## src/rtl/clk_gate_pkg.sv

```systemverilog
// rtl/clk_gate_pkg.sv - shared state encoding and integration defaults for the clock-gate controller
package clk_gate_pkg;

  typedef enum logic [1:0] {
    ST_OFF  = 2'd0,
    ST_WAKE = 2'd1,
    ST_ON   = 2'd2,
    ST_HOLD = 2'd3
  } state_t;

  localparam int DEF_WAKE_CYCLES = 2;
  localparam int DEF_IDLE_CYCLES = 4;

  function automatic int max_int(input int a, input int b);
    return (a > b) ? a : b;
  endfunction

endpackage

```

## src/rtl/clk_gate_ctrl_gate_timer.sv

```systemverilog
// rtl/clk_gate_ctrl_gate_timer.sv - loadable down-counter shared by the wake and hold phases
module gate_timer #(
  parameter int W = 2
) (
  input  logic         clk,
  input  logic         rst,
  input  logic         load,
  input  logic [W-1:0] value,
  input  logic         dec,
  output logic         zero
);

  logic [W-1:0] cnt;

  always_ff @(posedge clk or posedge rst) begin
    if (rst) begin
      cnt <= '0;
    end else if (load) begin
      cnt <= value;
    end else if (dec && (cnt != '0)) begin
      cnt <= cnt - 1'b1;
    end
  end

  assign zero = (cnt == '0);

endmodule

```

## src/rtl/clk_gate_ctrl.sv

```systemverilog
// rtl/clk_gate_ctrl.sv - registered clock-gate enable controller with wake grant and idle hold-off
module clk_gate_ctrl
  import clk_gate_pkg::*;
#(
  parameter int WAKE_CYCLES = DEF_WAKE_CYCLES,
  parameter int IDLE_CYCLES = DEF_IDLE_CYCLES,
  parameter int CNT_W       = 8
) (
  input  logic             clk,
  input  logic             rst,
  input  logic             req,
  input  logic             busy,
  input  logic             force_on,
  output logic             clk_en,
  output logic             gnt,
  output logic [CNT_W-1:0] gate_cnt
);

  localparam int MAXC = max_int(WAKE_CYCLES, IDLE_CYCLES);
  localparam int TW   = (MAXC < 2) ? 1 : $clog2(MAXC);
  localparam logic [TW-1:0] WAKE_LOAD = TW'(WAKE_CYCLES - 1);
  localparam logic [TW-1:0] IDLE_LOAD = TW'(IDLE_CYCLES - 1);

  state_t        state, state_next;
  logic          t_load, t_dec, t_zero, cnt_inc;
  logic [TW-1:0] t_value;
  logic          idle, wake;

  assign idle = !req && !busy && !force_on;
  assign wake = req || force_on;

  gate_timer #(.W(TW)) u_timer (
    .clk   (clk),
    .rst   (rst),
    .load  (t_load),
    .value (t_value),
    .dec   (t_dec),
    .zero  (t_zero)
  );

  always_comb begin
    state_next = state;
    t_load     = 1'b0;
    t_value    = '0;
    t_dec      = 1'b0;
    cnt_inc    = 1'b0;
    case (state)
      ST_OFF: if (wake) begin
        state_next = ST_WAKE;
        t_load     = 1'b1;
        t_value    = WAKE_LOAD;
      end
      ST_WAKE: if (t_zero) state_next = ST_ON;
               else        t_dec      = 1'b1;
      ST_ON: if (idle) begin
        state_next = ST_HOLD;
        t_load     = 1'b1;
        t_value    = IDLE_LOAD;
      end
      // Any sign of activity wins over an expiring hold, including on the zero cycle.
      ST_HOLD: if (!idle) begin
        state_next = ST_ON;
      end else if (t_zero) begin
        state_next = ST_OFF;
        cnt_inc    = 1'b1;
      end else begin
        t_dec = 1'b1;
      end
      default: state_next = ST_OFF;
    endcase
  end

  // Outputs are flopped from next-state so the gate latch never sees input glitches.
  always_ff @(posedge clk or posedge rst) begin
    if (rst) begin
      state    <= ST_OFF;
      clk_en   <= 1'b0;
      gnt      <= 1'b0;
      gate_cnt <= '0;
    end else begin
      state  <= state_next;
      clk_en <= (state_next != ST_OFF);
      gnt    <= (state_next == ST_ON) || (state_next == ST_HOLD);
      if (cnt_inc && (gate_cnt != {CNT_W{1'b1}})) begin
        gate_cnt <= gate_cnt + 1'b1;
      end
    end
  end

endmodule

```

## config.mk

```make
export PLATFORM = sky130hd
export DESIGN_NAME = clk_gate_ctrl
export DESIGN_NICKNAME = d
export VERILOG_FILES = /design/src/rtl/clk_gate_pkg.sv /design/src/rtl/clk_gate_ctrl_gate_timer.sv /design/src/rtl/clk_gate_ctrl.sv
export SDC_FILE = /design/constraint.sdc
export NUM_CORES = 1
export LEC_CHECK = 0
export ABC_CLOCK_PERIOD_IN_PS = 1800
export CORE_MARGIN = 3
export CORE_UTILIZATION = 44
export CTS_CLUSTER_SIZE = 40
export DETAILED_ROUTE_END_ITERATION = 8
export PLACE_DENSITY_LB_ADDON = 0.1
export SYNTH_ARGS = -nofsm -noshare
export SYNTH_HDL_FRONTEND = slang
export SYNTH_HIERARCHICAL = 1
export SYNTH_SLANG_ARGS = --single-unit
export TNS_END_PERCENT = 100
```

## constraint.sdc

```tcl
create_clock -name clk -period 1.8 [get_ports clk]
set_input_delay 0.27 -clock clk [delete_from_list [all_inputs] [get_ports clk]]
set_output_delay 0.27 -clock clk [all_outputs]
set_load 0.02 [all_outputs]
```

==> results of run 1 <==
## timing repair
action	in CTS	in global routing
setup endpoints to repair	7	5
resized for setup	3	4
buffers inserted	3	0
pin swaps	3	2
## synthesized netlist by cell type (2+ instances only)
master / n
o21ai_0: 4
nand2_1: 4
dfrtp_1: 13
ha_1: 2
a221o_1: 2
nor3_2: 2
a21oi_1: 2
nor4b_1: 3
nand4_1: 3
nand3_1: 4
mux2_1: 4
inv_1: 7
nor2_1: 4
o21bai_1: 2
## routing by layer
metal	part of all wire, %	vias up
met5	0	-
met2	48	19
met1	47	318
met4	0.38	0
met3	5.0	2
li1	-	327
## cell families after synthesis
kind of cell | Yosys count | share of synthesized area (%)
compound gates | 13 | 11.8
fa+ha+maj | 2 | 3.28
simple gates | 30 | 27.5
mux | 6 | 8.69
buf+inv | 8 | 4.92
flops | 13 | 42.6
xor+xnor | 1 | 1.15
## critical path, cell delays in order (launching register included)
cell,delay (ns)
dfrtp_2,0.36
or4b_4,0.49
buf_6,0.17
nor3_4,0.19
mux2_1,0.34
## area by class of cell
class | count | area share, %
Tap cell | 16 | 1.91
Multi-Input combinational cell | 52 | 40.7
Clock buffer | 4 | 2.51
Sequential cell | 13 | 31.1
Timing Repair Buffer | 24 | 21.2
Inverter | 7 | 2.51
## flip-flops by register name, indices dropped and copies added, names as in the netlist
name,count
gate_cnt,8
u_timer/cnt,2
clk_en,1
gnt,1
state,1
## power breakdown
part | switching (mW) | total, mW | internal (mW)
Combinational | 0.276 | 0.568 | 0.293
Sequential | 0.0878 | 0.455 | 0.367
Clock | 0.0842 | 0.170 | 0.0859
## how the worst min path moves through the flow
stage / to / slack [ns] / from / depth (start not counted)
CTS: u_timer/cnt[0]$_DFFE_PP0P_ / 0.17 / rst / 2
global placement: u_timer/cnt[1]$_DFFE_PP0P_ / 0.45 / rst / 2
detailed placement: u_timer/cnt[0]$_DFFE_PP0P_ / 0.46 / rst / 2
floorplan: u_timer/cnt[0]$_DFFE_PP0P_ / 0.01 / rst / 1
finish: u_timer/cnt[0]$_DFFE_PP0P_ / 0.17 / rst / 2
global route: u_timer/cnt[0]$_DFFE_PP0P_ / 0.15 / rst / 2
==> impl_metrics.yaml, run 1 <==
critical_path:
  ff2ff_path_depth: 4
  crit_start: "gnt$_DFF_PP0_"
  r2r-start: "gnt$_DFF_PP0_"
  cp_max_fo: 8
  crit_path_end: "gate_cnt[6]$_DFFE_PP0P_"
  reg2reg_to: "gate_cnt[6]$_DFFE_PP0P_"
  cp-end-kind: "flop"
  reg2reg_slack_ns: 0.15
  worstPathRequired_ns: 1.95
  path_class: "reg2reg"
  critPathArrivalTime_ns: 1.81
  startpoint_type: "flop"
final_layout:
  stdcell_area_sq_um: 1050
  n_antenna_cell: 0
  final_cell_mix: "12 x dfrtp_1, 11 x clkdlybuf4s50_1, 9 x buf_4"
  nFillCells: 129
  layout-drive-gt1-share_pct: 23.0
  nNetsFinal: 108
  area_growth_pct: 37.4
  multi_input_area_sq_um: 427
  final_core_util_pct: 66.5
  layout_commonest_cell: "dfrtp_1"
  regArea_sq_um: 327
  final_cells: 116
detailed_routing:
  viasPerCell: 5.74
  wl_per_cell_microns: 13.8
  drc: 0
  drt_iter0_markers: 15
  vias: 666
  drtPass1Iterations: 5
  ant_nets: 0
  drt_wl_total_microns: 1600
clock_network:
  cts.clk_slew.worst_paths_ns: 0.07
  htreeDepth: 1
  cts_buffer_depth: 2
  clock_latency_ns: 0.27
  cts_hold_buf: 0
  clockRootBuffer: "clkbuf_4"
  cts.sinks: 13
  cts_tree: "yes"
  cts_inserted_buffers: 3
sta:
  rsz0062_at_grt: "no"
  setup_slack_ns: 0.148
  finalSetupViolations: 0
  fin_crit_sh_pct: 91.8
  fin_skew_ns: 0.00343
  fin_tns_setup_ns: 0
  drv_slew: 0
  period_minus_slack_ns: 1.65
  worstMarginPinSlew_ns: 0.405
  fmax_mhz: 605
  hold_violations: 0
  relSlewSlack_pct: 73.0
  hold_slack_ns: 0.173
global_routing:
  grt_overflow: 0
  grt_max_degree: 12
  top_usage_layer: "met2"
  met1_usage_pct: 22.4
  gr-usage-met3_pct: 5.64
  grt.total_usage_pct: 17.0
  first_global_vias: 657
  grt_pass1_wl_microns: 2720
  antenna_found_initial: 0
  grt.met2_usage_pct: 27.5
power_and_ir_drop:
  finalPower_mw: 1.19
  leakage_nw: 0.465
  max-vdd-ir-drop_v: 0.000841
  powerDensity_nw_per_um2: 1140
floorplan:
  io_pins: 15
  start_util_pct: 48.4
  die_x_microns: 47.7
  dieHeight_microns: 47.7
  die_area_sq_um: 2270
  core_area_sq_um: 1580
  row_count: 14
synth:
  synthArstFlopShare_pct: 100
  ys_seq_area_share_pct: 42.6
  synth_nets: 80
  ys_ff_latch: 13
  synth_area_leaders: "dfrtp_1 43%, mux2_1 5.9%, inv_1 3.4%"
  ys_warn_count: 6
  yosys.cell_types.count: 31
  syn_avg_cell_area_sq_um: 10.5
  synth_largest_area_cell: "dfrtp_1"
  synth_edf_count: 0
  synth_top_area_share_pct: 42.6
  synthesis.area_sq_um: 763
  synth_flop_cell: "dfrtp_1"
  netlist_instances: 73
job:
  cap_violations: 0
place:
  place_hpwl_microns: 1220
  place_area_sq_um: 977
  place_worst_setup_slack_ns: -0.384
  placed_cells: 109
  io_buffers: 14
  place.gp.congestion: 0.791
outcome:
  status: "complete, no violations"
worst_hold_path:
  hold_class: "in2async"
(Power assumes the default switching activity.)
==> run 2: changes to the inputs <==
- ABC_AREA: not set -> 1
- CORE_UTILIZATION: 44 -> 30
- SYNTH_HIERARCHICAL: 1 -> not set
==> run 2 against run 1 <==
Sequential power shrank 11%. Synthesized cell count grew 38%. Critical path depth is 3 lower. Worst setup slack got worse by 0.00057 ns. First-iteration DRC count up 13%. Utilization down 25 points. Area after synthesis is 2.1% lower. Non-clock buffer count shrank 10. Register-to-register slack better by 0.35 ns. Flip-flop and latch count did not move. Global-route usage fell by 6.7 points. Die area increased by 38%. Critical endpoint is now gate_cnt[4]. Largest power group is now sequential cells.
==> impl_metrics.yaml, run 2 <==
clock_network:
  htreeDepth: 1
  cts_hold_buf: 0
  cts_buffer_depth: 2
  cts.sinks: 13
  cts_tree: "yes"
  cts.clk_slew.worst_paths_ns: 0.08
  cts_inserted_buffers: 3
  cts_setup_buffers: 0
  ctsResizeCount: 0
  clockRootBuffer: "clkbuf_4"
  clock_latency_ns: 0.27
detailed_routing:
  drt_iter0_markers: 17
  wl_per_cell_microns: 9.82
  drt_wl_total_microns: 1440
  ant_nets: 0
  drtPass1Iterations: 4
  vias: 655
  drc: 0
  viasPerCell: 4.46
final_layout:
  area_growth_pct: 27.1
  n_antenna_cell: 0
  final_cells: 147
  layout-drive-gt1-share_pct: 9.24
  largestRegisters: "gate_cnt: 8 flops, u_timer.cnt: 2 flops"
  stdcell_area_sq_um: 950
  largest_register_ff_count: 8
  largest-register: "gate_cnt"
  final_cell_mix: "42 x nand2_1, 14 x clkdlybuf4s50_1, 13 x dfrtp_1"
  nFillCells: 251
  nNetsFinal: 127
  layout_commonest_cell: "nand2_1"
floorplan:
  io_pins: 15
  dieHeight_microns: 55.9
  die_x_microns: 55.9
  die_area_sq_um: 3120
  start_util_pct: 32.5
  row_count: 17
  core_area_sq_um: 2300
global_routing:
  grt_max_degree: 14
  grt_overflow: 0
  first_global_vias: 567
  grt.total_usage_pct: 10.3
  antenna_found_initial: 0
  grt_pass1_wl_microns: 2500
critical_path:
  critPathArrivalTime_ns: 1.38
  path_buf_inv: 1
  worstPathRequired_ns: 1.53
  reg2reg_slack_ns: 0.50
  slowest_delay_ns: 0.65
  path_class: "reg2out"
  crit_start: "gate_cnt[4]$_DFFE_PP0P_"
  crit_slowest_cell: "clkdlybuf4s50_1"
  crit_family: "buffers and inverters"
  path_cells: "clkdlybuf4s50_1"
  cp_max_fo: 6
  r2r-start: "u_timer.cnt[0]$_DFFE_PP0P_"
  cp-end-kind: "output port"
  startpoint_type: "flop"
synth:
  synth_top_area_share_pct: 43.6
  ys_ff_latch: 13
  synth_largest_area_cell: "dfrtp_1"
  yosysMostFrequentCell: "nand2_1"
  netlist_instances: 101
  synth_nets: 108
  synthesis.area_sq_um: 747
  ys_warn_count: 0
  synth_flop_cell: "dfrtp_1"
  syn_avg_cell_area_sq_um: 7.40
  synthArstFlopShare_pct: 100
  yosys.cell_types.count: 20
  ys_seq_area_share_pct: 43.6
  synth_edf_count: 0
  synthTopCellsByCount: "42 x nand2_1, 13 x dfrtp_1, 12 x inv_1"
  synth_area_leaders: "dfrtp_1 44%, nand2_1 21%, inv_1 6.0%"
sta:
  drv_slew: 0
  relSlewSlack_pct: 67.4
  setup_slack_ns: 0.147
  fin_tns_setup_ns: 0
  fin_crit_sh_pct: 91.8
  period_minus_slack_ns: 1.65
  worstMarginPinSlew_ns: 0.488
  hold_slack_ns: 0.308
  finalSetupViolations: 0
  fin_skew_ns: 0.00320
  fmax_mhz: 605
  hold_violations: 0
  rsz0062_at_grt: "no"
place:
  io_buffers: 14
  place_worst_setup_slack_ns: 0.327
  place.gp.congestion: 0.774
  place_area_sq_um: 922
  placed_cells: 143
  place_hpwl_microns: 1130
power_and_ir_drop:
  powerDensity_nw_per_um2: 943
  max-vdd-ir-drop_v: 0.000560
  leakage_nw: 0.481
worst_hold_path:
  hold_class: "in2async"
job:
  cap_violations: 0
outcome:
  status: "complete, no violations"
[run 2: cell types whose count changed in the layout (fill, tap and decap cells not counted), sizes merged, moves of 5 or more]
cell / before / now
nand2: 4 / 44
buf: 10 / 0
nor2: 4 / 12
inv: 7 / 13
mux2: 5 / 0
[run 2: logic make-up (layout without fill, tap and decap cells)]
logic type               after synthesis  count (layout)  synth area share (%)
AO/OA/AOI/OAI                          5               5                  4.02
flip-flops                            13              13                  43.6
buffers and inverters                 13              31                  6.87
XOR/XNOR                               3               3                  3.52
AND/OR/NAND/NOR                       65              65                  38.7
adder cells (fa/ha/maj)                2               2                  3.35
[run 2: path summary, 6_finish.rpt]
kind	endpoint	depth (start not counted)
max	gate_cnt[4]	1
min	gate_cnt[7]$_DFFE_PP0P_	2
max reg2reg	gate_cnt[1]$_DFFE_PP0P_	8
min reg2reg	u_timer.cnt[0]$_DFFE_PP0P_	2
max in group asynchronous	gnt$_DFF_PP0_	2
min in group clk	u_timer.cnt[0]$_DFFE_PP0P_	2
[run 2: where the power goes]
group	total (mW)	switching [mW]	leakage, nW	internal [mW]
sequential	0.406	0.0527	0.165	0.354
combinational	0.310	0.173	0.298	0.138
clock	0.179	0.0968	0.0177	0.0822
[run 2: metal layers]
metal | routed length (microns) | vias up | track usage (%)
li1 | - | 347 | -
met1 | 768 | 295 | 14.4
met2 | 599 | 11 | 14.5
met3 | 60 | 2 | 2.78
met4 | 16 | 0 | 5.08
met5 | 0 | - | 0
[run 2: final cells by class]
cell class	count	area, sq um	area share [%]
Inverter	13	51.3	5.40
Tap cell	28	35.0	3.69
Clock buffer	3	22.5	2.37
Sequential cell	13	325	34.3
Multi-Input combinational cell	75	370	39.0
Timing Repair Buffer	14	140	14.8
Clock inverter	1	5.00	0.527
[run 2: metrics by stage]
step	utilization, %	total power, mW
floorplan	-	0.611
global placement	40.1	0.727
global route	41.3	0.971
detailed placement	40.1	0.725
CTS	41.3	0.908
finish	41.3	0.896
